==> src/rtl/twiddle_addr_gen.sv <==
// Twiddle ROM sequencer: walks every radix-2 DIT stage/butterfly, issues one ROM read per
// butterfly and streams the tagged (optionally conjugated) twiddle over valid/ready.
module twiddle_addr_gen #(
  parameter int ADDR_WIDTH = 9,
  parameter int DATA_WIDTH = 18,
  localparam int LOG2N = ADDR_WIDTH + 1,
  localparam int SW = $clog2(LOG2N)
) (
  input  logic                  clk,
  input  logic                  rst,
  input  logic                  start,
  input  logic                  inverse,
  output logic                  busy,
  output logic                  done,
  output logic                  rom_rd_en,
  output logic [ADDR_WIDTH-1:0] rom_addr,
  input  logic [DATA_WIDTH-1:0] rom_real,
  input  logic [DATA_WIDTH-1:0] rom_imag,
  output logic                  tw_valid,
  input  logic                  tw_ready,
  output logic [DATA_WIDTH-1:0] tw_real,
  output logic [DATA_WIDTH-1:0] tw_imag,
  output logic [SW-1:0]         tw_stage,
  output logic [ADDR_WIDTH-1:0] tw_bfly
);

  typedef enum logic [1:0] {IDLE, RUN, DRAIN, DONE} state_t;

  state_t                  state, state_nxt;
  logic [SW-1:0]           s_cnt;
  logic [ADDR_WIDTH-1:0]   j_cnt;
  logic                    inv_q;
  logic                    issue;
  logic                    last_rd;
  logic [SW-1:0]           shamt;
  logic [ADDR_WIDTH-1:0]   mask;
  logic [ADDR_WIDTH-1:0]   addr_calc;
  logic signed [DATA_WIDTH-1:0] imag_s;

  function automatic logic signed [DATA_WIDTH-1:0] sat_neg(
    input logic signed [DATA_WIDTH-1:0] x
  );
    logic signed [DATA_WIDTH-1:0] min_val;
    min_val = {1'b1, {(DATA_WIDTH-1){1'b0}}};
    if (x == min_val) sat_neg = ~min_val;
    else              sat_neg = -x;
  endfunction

  assign issue   = (state == RUN) && (!tw_valid || tw_ready);
  assign last_rd = (s_cnt == SW'(LOG2N - 1)) && (&j_cnt);

  // Stage s uses 2^s distinct twiddles spread evenly over the ROM depth.
  assign shamt     = SW'(ADDR_WIDTH) - s_cnt;
  assign mask      = {ADDR_WIDTH{1'b1}} >> shamt;
  assign addr_calc = (j_cnt & mask) << shamt;

  always_ff @(posedge clk) begin
    if (rst) begin
      state <= IDLE;
    end else begin
      state <= state_nxt;
    end
  end

  always_comb begin
    state_nxt = state;
    case (state)
      IDLE:    if (start) state_nxt = RUN;
      RUN:     if (issue && last_rd) state_nxt = DRAIN;
      DRAIN:   if (tw_valid && tw_ready) state_nxt = DONE;
      DONE:    state_nxt = IDLE;
      default: state_nxt = IDLE;
    endcase
  end

  always_comb begin
    busy      = (state != IDLE);
    done      = (state == DONE);
    rom_rd_en = issue;
    rom_addr  = (state == RUN) ? addr_calc : '0;
  end

  // Stage p0: issue counters; the stage counter steps each time the butterfly index wraps.
  always_ff @(posedge clk) begin
    if (rst) begin
      s_cnt <= '0;
      j_cnt <= '0;
      inv_q <= 1'b0;
    end else if (state == IDLE && start) begin
      s_cnt <= '0;
      j_cnt <= '0;
      inv_q <= inverse;
    end else if (issue) begin
      j_cnt <= j_cnt + 1'b1;
      if (&j_cnt) s_cnt <= last_rd ? '0 : s_cnt + 1'b1;
    end
  end

  // Stage p1: ROM data arrives; valid and tags line up with it.
  always_ff @(posedge clk) begin
    if (rst) begin
      tw_valid <= 1'b0;
      tw_stage <= '0;
      tw_bfly  <= '0;
    end else if (issue) begin
      tw_valid <= 1'b1;
      tw_stage <= s_cnt;
      tw_bfly  <= j_cnt;
    end else if (tw_valid && tw_ready) begin
      tw_valid <= 1'b0;
    end
  end

  assign imag_s  = $signed(rom_imag);
  assign tw_real = rom_real;
  assign tw_imag = inv_q ? sat_neg(imag_s) : imag_s;

endmodule

==> config.mk <==
export PLATFORM = sky130hd
export DESIGN_NAME = twiddle_addr_gen
export DESIGN_NICKNAME = d
export VERILOG_FILES = /design/src/rtl/twiddle_addr_gen.sv
export SDC_FILE = /design/constraint.sdc
export NUM_CORES = 1
export LEC_CHECK = 0
export ABC_AREA = 1
export CAP_MARGIN = 10
export CORE_MARGIN = 4
export CORE_UTILIZATION = 44
export DETAILED_ROUTE_END_ITERATION = 16
export PLACE_DENSITY = 0.88
export SLEW_MARGIN = 20
export SYNTH_ARGS = -nofsm -noshare
export SYNTH_HDL_FRONTEND = slang
export SYNTH_SLANG_ARGS = --single-unit
==> constraint.sdc <==
create_clock -name clk -period 2.8 [get_ports clk]
set_input_delay 0.56 -clock clk [delete_from_list [all_inputs] [get_ports clk]]
set_output_delay 0.56 -clock clk [all_outputs]
set_load 0.02 [all_outputs]
-- Word level (Yosys, flattened, before mapping)
Cells that the tools add are included.
Widths: inputs -> output; s select.
- mux-type cells: 10
- add/subtract/negate cells: 4
- bitwise gates (word level): 1
- reductions and logical operators: 14
- eq/ne operators: 8
- shift operators: 2
- operators by type and width (kind ; count):
    $mux 18 ; 2
    $eq 18x18->1 const B ; 1
    $neg 18->18 ; 1
    $reduce_and 10->1 ; 1
    $add 9x1->9 const B ; 1
    $and 9x9->9 ; 1
    $mux 9 ; 1
    $reduce_and 9->1 ; 1
    $shl 9x4->9 ; 1
    $shr 9x4->9 const A ; 1
    $pmux 2 s4 ; 1
    $mux 2 ; 3
    $logic_and 1x1->1 ; 5
    $add 4x1->4 const B ; 1
    $eq 2x2->1 const B ; 2
    $eq 4x4->1 const B ; 1
    $mux 4 ; 1
    $ne 2x2->1 const B ; 2
    $reduce_bool 2->1 ; 2
    $sub 4x4->4 const A ; 1
    $reduce_and 3->1 ; 1
    $eq 2x1->1 const B ; 1
    $logic_not 2->1 ; 1
    $mux 1 ; 2
    other kinds (4) ; 4
- word-level logic and storage cells: 46
- bits of input ports: 41
- output and inout port bits: 62
- bits in registers: 30

-- Logic depth before layout (Yosys ltp)
- depth in word-level cells: 6
- depth in mapped cells: 14
- mapped depth without buffers: 12

-- Worst setup path before layout
OpenSTA, ideal clock, no wires.
- path kind: register -> output
- start: register s_cnt[1]
- end: output rom_addr[4]
- stages on the path, launching flop included: 10
- arrival time: 2.113 ns
- path buffers: 2
- path slack: 0.127 ns
- data required time: 2.240 ns
- cell sequence: dfxtp_1 buf_2 inv_1 clkbuf_1 ha_1 inv_2 nand2_1 nand2_1 nand4_1 o21ai_0
- cells in the longest elaborated chain, start to end: 5
- RTL lines (item ; line ; RTL):
    start, declared ; 30 ; logic [SW-1:0] s_cnt;
    start signal, assigned ; 95 ; if (&j_cnt) s_cnt <= last_rd ? '0 : s_cnt + 1'b1;
    $sub 4x4->4 (*) ; 53 ; assign shamt = SW'(ADDR_WIDTH) - s_cnt;
    $shr 9x4->9 ; 54 ; assign mask = {ADDR_WIDTH{1'b1}} >> shamt;
    $and 9x9->9 ; 55 ; assign addr_calc = (j_cnt & mask) << shamt;
    $shl 9x4->9 (*) ; 55 ;
    $mux 9 (*) ; 80 ; rom_addr = (state == RUN) ? addr_calc : '0;
    end, declared ; 16 ; output logic [ADDR_WIDTH-1:0] rom_addr,
Every way passes the cells marked *; elsewhere a longest branch is shown, timed or not.

-- Worst setup path after layout
- start: input rom_imag[16]
- end: output tw_imag[11]
- cells in the longest elaborated chain, start to end: 3
- RTL lines (item ; line ; RTL):
    start, declared ; 18 ; input logic [DATA_WIDTH-1:0] rom_imag,
    $eq 18x18->1 ; 45 ; if (x == min_val) sat_neg = ~min_val;
    $mux 18 ; 45 ;
    $mux 18 ; 116 ; assign tw_imag = inv_q ? sat_neg(imag_s) : imag_s;
    end, declared ; 22 ; output logic [DATA_WIDTH-1:0] tw_imag,
Every way passes these cells.

==> impl_metrics.toml <==
[final_layout]
register_area_um2 = 600.6
area_growth_pct = 38.70
fillers = 474
stdcell_count = 561
multi_input_area_um2 = 1588
final_util = 0.6262
diodes = 0
nets = 544
drive_gt1_frac = 0.2045

[cts]
cts_buffers = 5
clockBufferDepth = 2
clock_latency_ns = 0.28
path_clk_slew_ns = 0.06
root_buffer = "clkbuf_8"
clock-sinks = 30
htreeDepth = 2
cts_tree = "yes"

[power]
p_sw_frac = 0.4128
p_sw_mw = 0.8144
power_frac_comb = 0.518
pwr-share-clk = 0.178
p_leak_nw = 1.626
peakVddDrop_mv = 0.6858
power_per_cell_area_nw_per_um2 = 572.2
internal_power_mw = 1.159
seqPwrFrac = 0.304

[critical_path]
start_kind = "input port"
crit_arrival_ns = 2.16
endpoint_kind = "primary output"
cp_max_fo = 7
r2r_cells = 10
worst_ep_required_time_ns = 2.24
r2r-start = "j_cnt[0]$_SDFFE_PP0N_"
r2r_slack_ns = 0.72
worstSetupPathType = "input port to primary output"
r2r_end = "state[1]$_SDFFE_PP0P_"

[synth]
netlist_area_um2 = 2486
synth_flop_cell = "dfxtp_1"
synth_nets = 459
ys_ff_latch = 30
yosysTopAreaCellShare = 0.2416
synthArstFlopShare = 0
synth_cell_types = 26
synth.avg_cell_area_um2 = 6.169
synth_common_cells = "nand2_1, nor2_1, inv_1, nand3_1, o21ai_0"
yosysTopAreaCell = "dfxtp_1"
synth_seq_area_share = 0.2416
synth_cells = 403
yosys.cell_count.top_type = "nand2_1"
synth_edf_count = 0
yosys_warnings = 0
synthTopCellsByArea = "dfxtp_1, nand2_1, ha_1"

[routing]
drtIter0Drc = 186
drc = 0
avgViaCountPerCell = 5.207
first_pass_iters = 5
final_antenna_net_count = 0
vias = 2921
routed_wl_um = 7409
routedWlPerCell_um = 13.21

[floorplanning]
fp-row-count = 27
coreArea_um2 = 5507
die_w_um = 83.17
initial_core_util = 0.4515
die_y_um = 83.17
num_io_pins = 103
dieArea_um2 = 6917

[grt]
grtUsageTotal = 0.2111
grt_pass1_wl_um = 12560
grt-ovfl-total = 0
grt_max_degree = 25
grt_pass1_vias = 2798
antenna_found_initial = 0

[outcome]
status = "complete, no violations"

[worst_hold_path]
hold_class = "register to register"
whs_endpoint = "tw_bfly[8]$_SDFFE_PP0N_"
worstHoldStart = "tw_bfly[8]$_SDFFE_PP0N_"
whs_path_depth = 2

[sta]
finalSetupViolCount = 0
slew_violations = 0
finalCritPeriodShare = 0.9710
fin_worst_skew_ns = 0.006295
holdWs_ns = 0.4695
max_freq_mhz = 367.8
worst_pin_slew_ns = 0.3966
slew_headroom = 0.7353
final.min_clock_period_ns = 2.719
hold_violations = 0

[placement]
globalplace.congestion = 0.9093
io_buffers = 66
dp.cells = 546
dpl.hpwl_um = 5560

[run]
cap_violations = 0
## layout make-up
type / count / area share
sequential: 30 / 0.1742
multi-input combinational: 295 / 0.4604
timing repair buffer: 106 / 0.2583
inverter: 50 / 0.05443
clock buffer: 7 / 0.02504
clock inverter: 1 / 0.001451
tap: 72 / 0.02612
## what timing repair did
item / CTS / global route
pin swaps: 4 / 4
gates cloned: 2 / 0
setup buffers: 5 / 0
gates resized for setup: 94 / 31
hold buffers: 0 / 0
endpoints found under the setup margin: 27 / 23
## how the worst max path moves through the flow
stage	from	endpoint
finish	rom_imag[16]	tw_imag[11]
global route	rom_imag[5]	tw_imag[11]
CTS	rom_imag[0]	tw_imag[3]
detailed placement	rom_imag[0]	tw_imag[9]
global placement	rom_imag[0]	tw_imag[1]
floorplan	s_cnt[1]$_SDFFE_PP0P_	rom_addr[4]
## power groups by stage
| stage | Clock (mW) | Combinational (mW) | Sequential [mW] |
|---|---|---|---|
| after detailed placement | 0 | 1.03 | 0.603 |
| after floorplan | 0 | 0.524 | 0.682 |
| after CTS | 0.362 | 1.01 | 0.598 |
| after global routing | 0.378 | 1.12 | 0.613 |
| after global placement | 0 | 1.01 | 0.604 |
| final | 0.351 | 1.02 | 0.600 |
## layer usage
layer	vias up	part of all wire	GRT usage
met5	-	0	0
met1	1313	0.46	0.2663
met3	19	0.057	0.05159
met2	113	0.46	0.3499
met4	0	0.022	0.07281
li1	1476	-	-
## cell usage in the layout (no fill, tap or decap), types with 2 or more instances in the layout
cell,n
clkbuf_2,8
nor3_1,5
ha_1,14
a21oi_1,32
nor2_1,47
nor2_2,4
nand3_2,3
nand4_4,3
clkdlybuf4s50_1,37
nand2_1,85
buf_6,3
nand3b_1,4
buf_4,45
inv_1,41
clkdlybuf4s15_2,4
o211ai_1,3
buf_2,6
nand2_2,3
nand3_1,36
o21ai_0,33
dlymetal6s2s_1,2
clkbuf_8,6
dfxtp_1,30
nor2_4,2
nand4_1,9
xor2_1,5
inv_2,9
## state kept, by name, indices dropped and copies added (netlist names)
name      count
inv_q         1
tw_valid      1
s_cnt         4
state         2
tw_stage      4
tw_bfly       9
j_cnt         9
## per-stage QoR
step | area (um2) | TNS [ns] | setup WS (ns) | power (mW)
final | 3448 | 0 | 0.08127 | 1.973
after global routing | 3448 | -0.009050 | -0.009050 | 2.112
after CTS | 3456 | -0.01163 | -0.006943 | 1.973
after detailed placement | 3304 | -10.59 | -0.6330 | 1.638
after global placement | 3304 | -7.813 | -0.4696 | 1.618
after floorplan | 2486 | 0 | 0.1273 | 1.206
## worst max-delay path, cell delays in order
cell	delay (ns)
clkdlybuf4s50_1	0.42
or2_1	0.26
nor2_2	0.33
nand4_4	0.22
nand3_2	0.11
clkdlybuf4s15_2	0.26
## kinds of logic after synthesis
logic type,Yosys count,share of synthesized area
AOI/OAI and AO/OA,70,0.1449
xor gates and xnor gates,5,0.01761
adders and majority gates,15,0.07549
buffers and inverters,80,0.1540
DFF,30,0.2416
and+or+nand+nor,203,0.3664
Power figures use the tool's default switching activity.
